$ cat src/rtl/crack_sequencer.sv
// Host-side sequencer for the ntcrackfpga core: loads target hashes, starts the search,
// and streams the recovered password out through a valid/ready port.
module crack_sequencer #(
    parameter int unsigned HASH_COUNT     = 128,
    parameter int unsigned HASH_BYTES     = 16,
    parameter int unsigned MAX_PW_LEN     = 20,
    parameter int unsigned TIMEOUT_CYCLES = 65535
) (
    input  logic       clk,
    input  logic       reset,
    input  logic       host_start,
    input  logic       host_valid,
    input  logic [7:0] host_byte,
    output logic       host_ready,
    output logic [7:0] new_hash_byte,
    output logic       store_hash_byte,
    output logic       go,
    input  logic       your_turn,
    input  logic       match_found,
    input  logic [7:0] password_byte,
    output logic       out_valid,
    output logic [7:0] out_byte,
    input  logic       out_ready,
    output logic       busy,
    output logic       done,
    output logic       found,
    output logic       timeout_err
);

    localparam int unsigned TotalBytes = HASH_COUNT * HASH_BYTES;
    localparam int unsigned ByteW      = (TotalBytes > 1) ? $clog2(TotalBytes) : 1;
    localparam int unsigned PwW        = $clog2(MAX_PW_LEN + 1);

    localparam logic [ByteW-1:0] LastByte = ByteW'(TotalBytes - 1);
    localparam logic [PwW-1:0]   PwMax    = PwW'(MAX_PW_LEN);
    localparam logic [15:0]      TmoLimit = 16'(TIMEOUT_CYCLES);

    typedef enum logic [3:0] {
        StIdle,
        StLoadWait,
        StLoadReq,
        StLoadRel,
        StGoReq,
        StGoRel,
        StRdReq,
        StRdRel,
        StEmit,
        StDone
    } state_e;

    state_e           state_q, state_d;
    logic [ByteW-1:0] byte_cnt_q, byte_cnt_d, byte_inc;
    logic [PwW-1:0]   pw_cnt_q, pw_cnt_d, pw_inc;
    logic [15:0]      tmo_q, tmo_d, tmo_inc;
    logic             found_q, found_d;
    logic             tmo_err_q, tmo_err_d;
    logic [7:0]       nhb_q, nhb_d;
    logic [7:0]       out_byte_q, out_byte_d;
    logic             wait_tick;
    logic             tmo_expired;

    logic host_ready_q, store_q, go_q, out_valid_q, busy_q, done_q;

    assign byte_inc    = byte_cnt_q + ByteW'(1);
    assign pw_inc      = pw_cnt_q + PwW'(1);
    assign tmo_inc     = tmo_q + 16'd1;
    assign tmo_expired = (TIMEOUT_CYCLES != 0) && (tmo_inc == TmoLimit);

    always_comb begin
        state_d    = state_q;
        byte_cnt_d = byte_cnt_q;
        pw_cnt_d   = pw_cnt_q;
        tmo_d      = tmo_q;
        found_d    = found_q;
        tmo_err_d  = tmo_err_q;
        nhb_d      = nhb_q;
        out_byte_d = out_byte_q;
        wait_tick  = 1'b0;

        unique case (state_q)
            StIdle, StDone: begin
                if (host_start) begin
                    byte_cnt_d = '0;
                    pw_cnt_d   = '0;
                    found_d    = 1'b0;
                    tmo_err_d  = 1'b0;
                    state_d    = StLoadWait;
                end
            end
            StLoadWait: begin
                if (host_valid) begin
                    nhb_d   = host_byte;
                    state_d = StLoadReq;
                end
            end
            StLoadReq: begin
                if (your_turn) state_d = StLoadRel;
                else           wait_tick = 1'b1;
            end
            StLoadRel: begin
                if (!your_turn) begin
                    if (byte_cnt_q == LastByte) begin
                        state_d = StGoReq;
                    end else begin
                        byte_cnt_d = byte_inc;
                        state_d    = StLoadWait;
                    end
                end else begin
                    wait_tick = 1'b1;
                end
            end
            StGoReq: begin
                if (your_turn) begin
                    found_d = match_found;
                    state_d = StGoRel;
                end else begin
                    wait_tick = 1'b1;
                end
            end
            StGoRel: begin
                if (!your_turn) begin
                    if (found_q) begin
                        nhb_d   = 8'h00;
                        state_d = StRdReq;
                    end else begin
                        state_d = StDone;
                    end
                end else begin
                    wait_tick = 1'b1;
                end
            end
            StRdReq: begin
                if (your_turn) begin
                    out_byte_d = password_byte;
                    state_d    = StRdRel;
                end else begin
                    wait_tick = 1'b1;
                end
            end
            StRdRel: begin
                if (!your_turn) begin
                    // A zero byte terminates the password and is never emitted.
                    state_d = (out_byte_q == 8'h00) ? StDone : StEmit;
                end else begin
                    wait_tick = 1'b1;
                end
            end
            StEmit: begin
                if (out_ready) begin
                    pw_cnt_d = pw_inc;
                    if (pw_inc == PwMax) begin
                        state_d = StDone;
                    end else begin
                        nhb_d   = 8'h00;
                        state_d = StRdReq;
                    end
                end
            end
            default: state_d = StIdle;
        endcase

        if (wait_tick) begin
            if (tmo_expired) begin
                tmo_err_d = 1'b1;
                found_d   = 1'b0;
                state_d   = StDone;
            end else begin
                tmo_d = tmo_inc;
            end
        end

        if (state_d != state_q) tmo_d = '0;
    end

    // Handshake and status outputs are registered from the next state so they change
    // exactly on the edge the state does.
    always_ff @(posedge clk) begin
        if (reset) begin
            state_q      <= StIdle;
            byte_cnt_q   <= '0;
            pw_cnt_q     <= '0;
            tmo_q        <= '0;
            found_q      <= 1'b0;
            tmo_err_q    <= 1'b0;
            nhb_q        <= 8'h00;
            out_byte_q   <= 8'h00;
            host_ready_q <= 1'b0;
            store_q      <= 1'b0;
            go_q         <= 1'b0;
            out_valid_q  <= 1'b0;
            busy_q       <= 1'b0;
            done_q       <= 1'b0;
        end else begin
            state_q      <= state_d;
            byte_cnt_q   <= byte_cnt_d;
            pw_cnt_q     <= pw_cnt_d;
            tmo_q        <= tmo_d;
            found_q      <= found_d;
            tmo_err_q    <= tmo_err_d;
            nhb_q        <= nhb_d;
            out_byte_q   <= out_byte_d;
            host_ready_q <= (state_d == StLoadWait);
            store_q      <= (state_d == StLoadReq) || (state_d == StRdReq);
            go_q         <= (state_d == StGoReq);
            out_valid_q  <= (state_d == StEmit);
            busy_q       <= (state_d != StIdle) && (state_d != StDone);
            done_q       <= (state_d == StDone);
        end
    end

    assign host_ready      = host_ready_q;
    assign new_hash_byte   = nhb_q;
    assign store_hash_byte = store_q;
    assign go              = go_q;
    assign out_valid       = out_valid_q;
    assign out_byte        = out_byte_q;
    assign busy            = busy_q;
    assign done            = done_q;
    assign found           = found_q;
    assign timeout_err     = tmo_err_q;

endmodule

$ cat config.mk
export PLATFORM = sky130hd
export DESIGN_NAME = crack_sequencer
export DESIGN_NICKNAME = d
export VERILOG_FILES = /design/src/rtl/crack_sequencer.sv
export SDC_FILE = /design/constraint.sdc
export NUM_CORES = 1
export LEC_CHECK = 0
export ABC_AREA = 1
export CAP_MARGIN = 15
export CORE_ASPECT_RATIO = 0.5
export CORE_MARGIN = 2
export CORE_UTILIZATION = 35
export CTS_BUF_LIST = sky130_fd_sc_hd__clkbuf_2 sky130_fd_sc_hd__clkbuf_4 sky130_fd_sc_hd__clkbuf_8
export DETAILED_ROUTE_END_ITERATION = 16
export GPL_TIMING_DRIVEN = 0
export PLACE_DENSITY = 0.57
export SETUP_SLACK_MARGIN = 0.3
export SLEW_MARGIN = 20
export SYNTH_ARGS = -nofsm -noshare
export SYNTH_HDL_FRONTEND = slang
export SYNTH_SLANG_ARGS = --single-unit
export TNS_END_PERCENT = 1
$ cat constraint.sdc
create_clock -name clk -period 2.55 [get_ports clk]
set_input_delay 0.255 -clock clk [delete_from_list [all_inputs] [get_ports clk]]
set_output_delay 0.255 -clock clk [all_outputs]
set_load 0.03 [all_outputs]
Word-level counts from Yosys, hierarchy flattened
Index checks and enable logic that the tools add are counted.
{"block": "word_totals", "reg_bits": 60, "out_inout_bits": 24, "word_cells": 104}
{"block": "classes", "addsub": 3, "n_eq_ne": 28, "muxes": 41, "bitwise_logic": 1, "n_reduce_logical": 17}
{"op": "two-way mux 4 bit", "n": 13}
{"op": "two-way mux 8 bit", "n": 5}
{"op": "one-hot mux 4 bit (9 select lines)", "n": 1}
{"op": "two-way mux 11 bit", "n": 3}
{"op": "equality test 4 x 3 -> 1 bit (second input constant)", "n": 6}
{"op": "one-hot mux 8 bit (3 select lines)", "n": 1}
{"op": "one-hot mux 11 bit (2 select lines)", "n": 1}
{"op": "adder 16 x 1 -> 16 bit (second input constant)", "n": 1}
{"op": "equality test 16 bit (second input constant)", "n": 1}
{"op": "equality test 4 bit (second input constant)", "n": 4}
{"op": "inequality test 2 bit (second input constant)", "n": 8}
{"op": "equality test 4 x 2 -> 1 bit (second input constant)", "n": 3}
{"op": "adder 11 x 1 -> 11 bit (second input constant)", "n": 1}
{"op": "equality test 11 bit (second input constant)", "n": 1}
{"op": "two-way mux 1 bit", "n": 11}
{"op": "two-way mux 5 bit", "n": 2}
{"op": "one-hot mux 5 bit (2 select lines)", "n": 1}
{"op": "equality test 4 x 1 -> 1 bit (second input constant)", "n": 2}
{"op": "zero test 8 bit", "n": 1}
{"op": "AND reduction 6 bit", "n": 1}
{"op": "OR reduction 3 bit", "n": 2}
{"op": "adder 5 x 1 -> 5 bit (second input constant)", "n": 1}
{"op": "equality test 5 bit (second input constant)", "n": 1}
{"op": "zero test 4 bit", "n": 1}
{"op": "14 further kinds", "n": 18}

Depth between registers and ports, before layout
{"block": "depth", "depth_word": 9, "mapped_depth": 17, "ltp_nobuf": 16}

Worst setup path after synthesis
No wires, ideal clock.
{"block": "synth_path", "path_type": "flip-flop to flip-flop", "from": "reg tmo_q[1]", "to": "reg tmo_q[10]", "t_arrival_ps": 2003, "path_slack_ps": 436, "path_stages_with_launch": 15, "path_buffers": 1, "period_less_slack_ps": 2114, "cell_sequence": "dfxtp_1 ha_1 nand3_1 nor2_4 xor2_1 nand3_1 nor2_2 nand3_4 nand2_1 nand2_1 nand2_1 nor2_1 nand2_2 buf_6 nor2_1"}
{"block": "synth_via", "elab_chain_len": 6}
{"item": "start, declared", "line": "54", "rtl": "logic [15:0] tmo_q, tmo_d, tmo_inc;"}
{"item": "start signal, assigned", "line": "197", "rtl": "tmo_q <= tmo_d;"}
{"item": "adder 16 x 1 -> 16 bit (*)", "line": "66", "rtl": "assign tmo_inc = tmo_q + 16'd1;"}
{"item": "equality test 16 bit", "line": "67", "rtl": "assign tmo_expired = (TIMEOUT_CYCLES != 0) && (tmo_inc == TmoLimit);"}
{"item": "two-way mux 4 bit", "line": "163", "rtl": "if (tmo_expired) begin"}
{"item": "two-way mux 4 bit", "line": "162", "rtl": "if (wait_tick) begin"}
{"item": "inequality test 4 bit", "line": "172", "rtl": "if (state_d != state_q) tmo_d = '0;"}
{"item": "OR reduction 2 bit (no source line)"}
Every way passes the cells marked *; elsewhere a longest branch is shown, timed or not.
A chain may end at the register's enable or synchronous reset.

Worst setup path after layout
{"block": "layout_path", "from": "reg tmo_q[2]", "to": "reg tmo_q[0]"}
{"block": "layout_via", "elab_chain_len": 6}
{"item": "adder 16 x 1 -> 16 bit (*)", "line": "66"}
{"item": "equality test 16 bit (*)", "line": "67"}
{"item": "two-way mux 4 bit", "line": "163"}
{"item": "two-way mux 4 bit", "line": "162"}
{"item": "inequality test 4 bit", "line": "172"}
{"item": "OR reduction 2 bit (no source line)"}
Marks and branches as above.

==> impl_metrics.tcl <==
set metrics [dict create \
    drt-total-wl_um 8770 \
    tns_ns 0 \
    synthTopCellsByArea "dfxtp_1 (38%), nand2_1 (13%), nor2_1 (9.2%), inv_1 (8.3%), nand3_1 (6.8%)" \
    ant_nets 0 \
    grt_pass1_vias 3088 \
    num_rows 24 \
    setup_violations 0 \
    powerDensity_nw_per_um2 508 \
    r2r-start "tmo_q[2]" \
    die_y_um 71.4 \
    grt_remaining_overflow 0 \
    grtUsageTotal 0.181 \
    synth-seq-cells 60 \
    initialDrtViolationCount 193 \
    drive_above_1_share 0.171 \
    diodes 0 \
    grt_max_degree 11 \
    area_growth_syn_to_layout_pct 38.9 \
    clk_latency_ns 0.34 \
    drt_pass1_iterations 4 \
    ios 47 \
    reg2reg_to "tmo_q[0]" \
    clock_sinks 60 \
    synth_largest_area_cell "dfxtp_1" \
    slew_headroom 0.579 \
    cp_max_fo 7 \
    worst_pin_slew_ns 0.630 \
    die_width_um 139 \
    worst-r2r-setup-slack_ns 0.18 \
    avgRoutedWirePerCell_um 12.6 \
    fin_crit_sh 0.928 \
    core_um2 8770 \
    dieArea_um2 9900 \
    yosysWarnings 0 \
    grt_antenna_before_repair 0 \
    dp_hpwl_um 6020 \
    path_class "flop to flop" \
    fill_cells 894 \
    netlist_instances 490 \
    cts_max_level 3 \
    postCtsHoldBufs 0 \
    p_leak_uw 0.00171 \
    synth_nets 517 \
    grt_pass1_wl_um 14400 \
    final_cells 695 \
    vias 3331 \
    worst_hold_path_type "flop to flop" \
    endpoint "tmo_q[0]" \
    numCtsBuffers 9 \
    gp_congestion 0.872 \
    avgViaCountPerCell 4.79 \
    tritoncts "yes" \
    postLayoutCellArea_um2 4420 \
    drc 0 \
    synthesis.area_um2 3180 \
    holdWs_ns 0.447 \
    numPortBuffers 46 \
    slew_viol_final 0 \
    nets 601 \
    peakVddDrop_mv 0.276 \
    timing.critical_path.from "tmo_q[2]" \
    synth_seq_area_share 0.378 \
    start_util 0.362 \
    synth_cell_type_count 35 \
    cts.path.max_buffers 2 \
    rsz0062_at_grt "true" \
    cp.arrival_ns 2.60 \
    clock_skew_ns 0.00993 \
    drv_cap 0 \
    fin_crit_ns 2.37 \
    timing_hold_violations_final 0 \
    path_clk_slew_ns 0.07 \
    outcome "completed" \
    placed_area_um2 3780 \
    endpoint_kind "flop" \
    synth_top_area_share 0.378 \
    syn_area_per_cell_um2 6.49 \
    cp.required_ns 2.78 \
    cts_root_buf "clkbuf_8" \
    crit_path_start_kind "flop" \
    rr_worst_depth 15 \
    dp_cells 653 \
    timing.fmax_ghz 0.422 \
]
==> power by group <==
group          total, µW  switching (µW)  internal, µW
Sequential           980            17.3           962
Combinational        489             273           216
Clock                775             356           419
==> per-stage QoR <==
step	power, µW	setup WS [ns]	utilization
after floorplan	1220	0.436	-
after global placement	1350	-0.131	0.432
after detailed placement	1350	-0.111	0.432
after CTS	2260	0.208	0.491
after global routing	2360	0.0492	0.504
final	2240	0.183	0.504
==> critical path, cell delays in order (launching register included) <==
cell and delay (ns):
dfxtp_4 0.41, nand2_2 0.09, nor2_4 0.21, nand2_2 0.10, o21ai_1 0.18, nand3_1 0.14, nor2_4 0.22, nand3_4 0.18
nand2_2 0.14, nand2_1 0.06, nand3_1 0.06, nor2_1 0.06, nand2_2 0.13, buf_6 0.12, buf_12 0.11, nor2_1 0.04
==> layout by cell type, fill, tap and decap left out, drive strengths merged, types with 2 or more instances in the layout <==
| cell type | netlist | final |
|---|---|---|
| nand2 | 116 | 116 |
| nor2 | 86 | 86 |
| inv | 72 | 72 |
| dfxtp | 60 | 60 |
| clkdlybuf4s50 | 0 | 46 |
| nand3 | 45 | 46 |
| o21ai | 37 | 37 |
| buf | 4 | 30 |
| a21oi | 20 | 20 |
| clkbuf | 4 | 17 |
| nor3 | 13 | 13 |
| nand4 | 9 | 9 |
| xor2 | 4 | 4 |
| a211oi | 4 | 4 |
| ha | 4 | 4 |
| nor4 | 2 | 2 |
| clkinv | 0 | 2 |
==> registers in the layout, summed over array words and instances, names as in the netlist <==
signal / count
found: 1
byte_cnt_q: 11
go: 1
out_byte: 8
timeout_err: 1
state_q: 4
pw_cnt_q: 5
out_valid: 1
done: 1
store_hash_byte: 1
host_ready: 1
tmo_q: 16
busy: 1
new_hash_byte: 8
==> routing by layer <==
layer | global-route usage | wire [µm]
met1 | 0.227 | 4120
met2 | 0.307 | 4260
met5 | 0 | 0
met3 | 0.0508 | 307
met4 | 0.0584 | 82
==> final cells by class <==
| class | instances | area [µm²] | area share |
|---|---|---|---|
| multi-input cells | 351 | 1850 | 0.419 |
| flip-flops and latches | 60 | 1210 | 0.275 |
| repair buffers | 72 | 708 | 0.160 |
| inverters | 72 | 270 | 0.0612 |
| clock buffers | 13 | 166 | 0.0377 |
| well taps | 117 | 146 | 0.0332 |
| plain buffers | 8 | 48.8 | 0.0111 |
| clock inverters | 2 | 10.0 | 0.00227 |
==> Yosys cell counts (all sizes together) <==
master / count
a211oi: 4
a21oi: 20
a221oi: 1
a22oi: 1
a31oi: 1
and3: 1
buf: 4
clkbuf: 4
dfxtp: 60
ha: 4
inv: 72
nand2: 116
nand3: 45
nand3b: 1
nand4: 9
nor2: 86
nor3: 13
nor3b: 1
nor4: 2
o2111ai: 1
o211a: 1
o211ai: 1
o21ai: 37
o311ai: 1
xor2: 4
==> kinds of logic (layout without fill, tap and decap cells) <==
group,Yosys count,in the layout,synth area share
AND/OR/NAND/NOR,274,275,0.380
buffers and inverters,80,167,0.0984
AO/OA/AOI/OAI,68,68,0.117
flip-flops,60,60,0.378
adder cells (fa/ha/maj),4,4,0.0157
XOR/XNOR,4,4,0.0110
==> worst min-delay path by stage <==
stage                             endpoint        startpoint  depth (start not counted)
after floorplan              byte_cnt_q[0]             reset                          1
after global placement      byte_cnt_q[10]    byte_cnt_q[10]                          2
after detailed placement    byte_cnt_q[10]    byte_cnt_q[10]                          2
after CTS                   byte_cnt_q[10]    byte_cnt_q[10]                          2
after global routing      new_hash_byte[5]  new_hash_byte[5]                          2
final                       byte_cnt_q[10]    byte_cnt_q[10]                          2
==> timing repair <==
item / in CTS / in global routing
pin swaps: 17 / 20
setup buffers: 21 / 4
setup endpoints to repair: 17 / 39
resized for setup: 34 / 24
endpoints found under the hold margin: 0 / 0
gates cloned: 2 / 0
No activity file was read; power rests on OpenSTA's default activity.
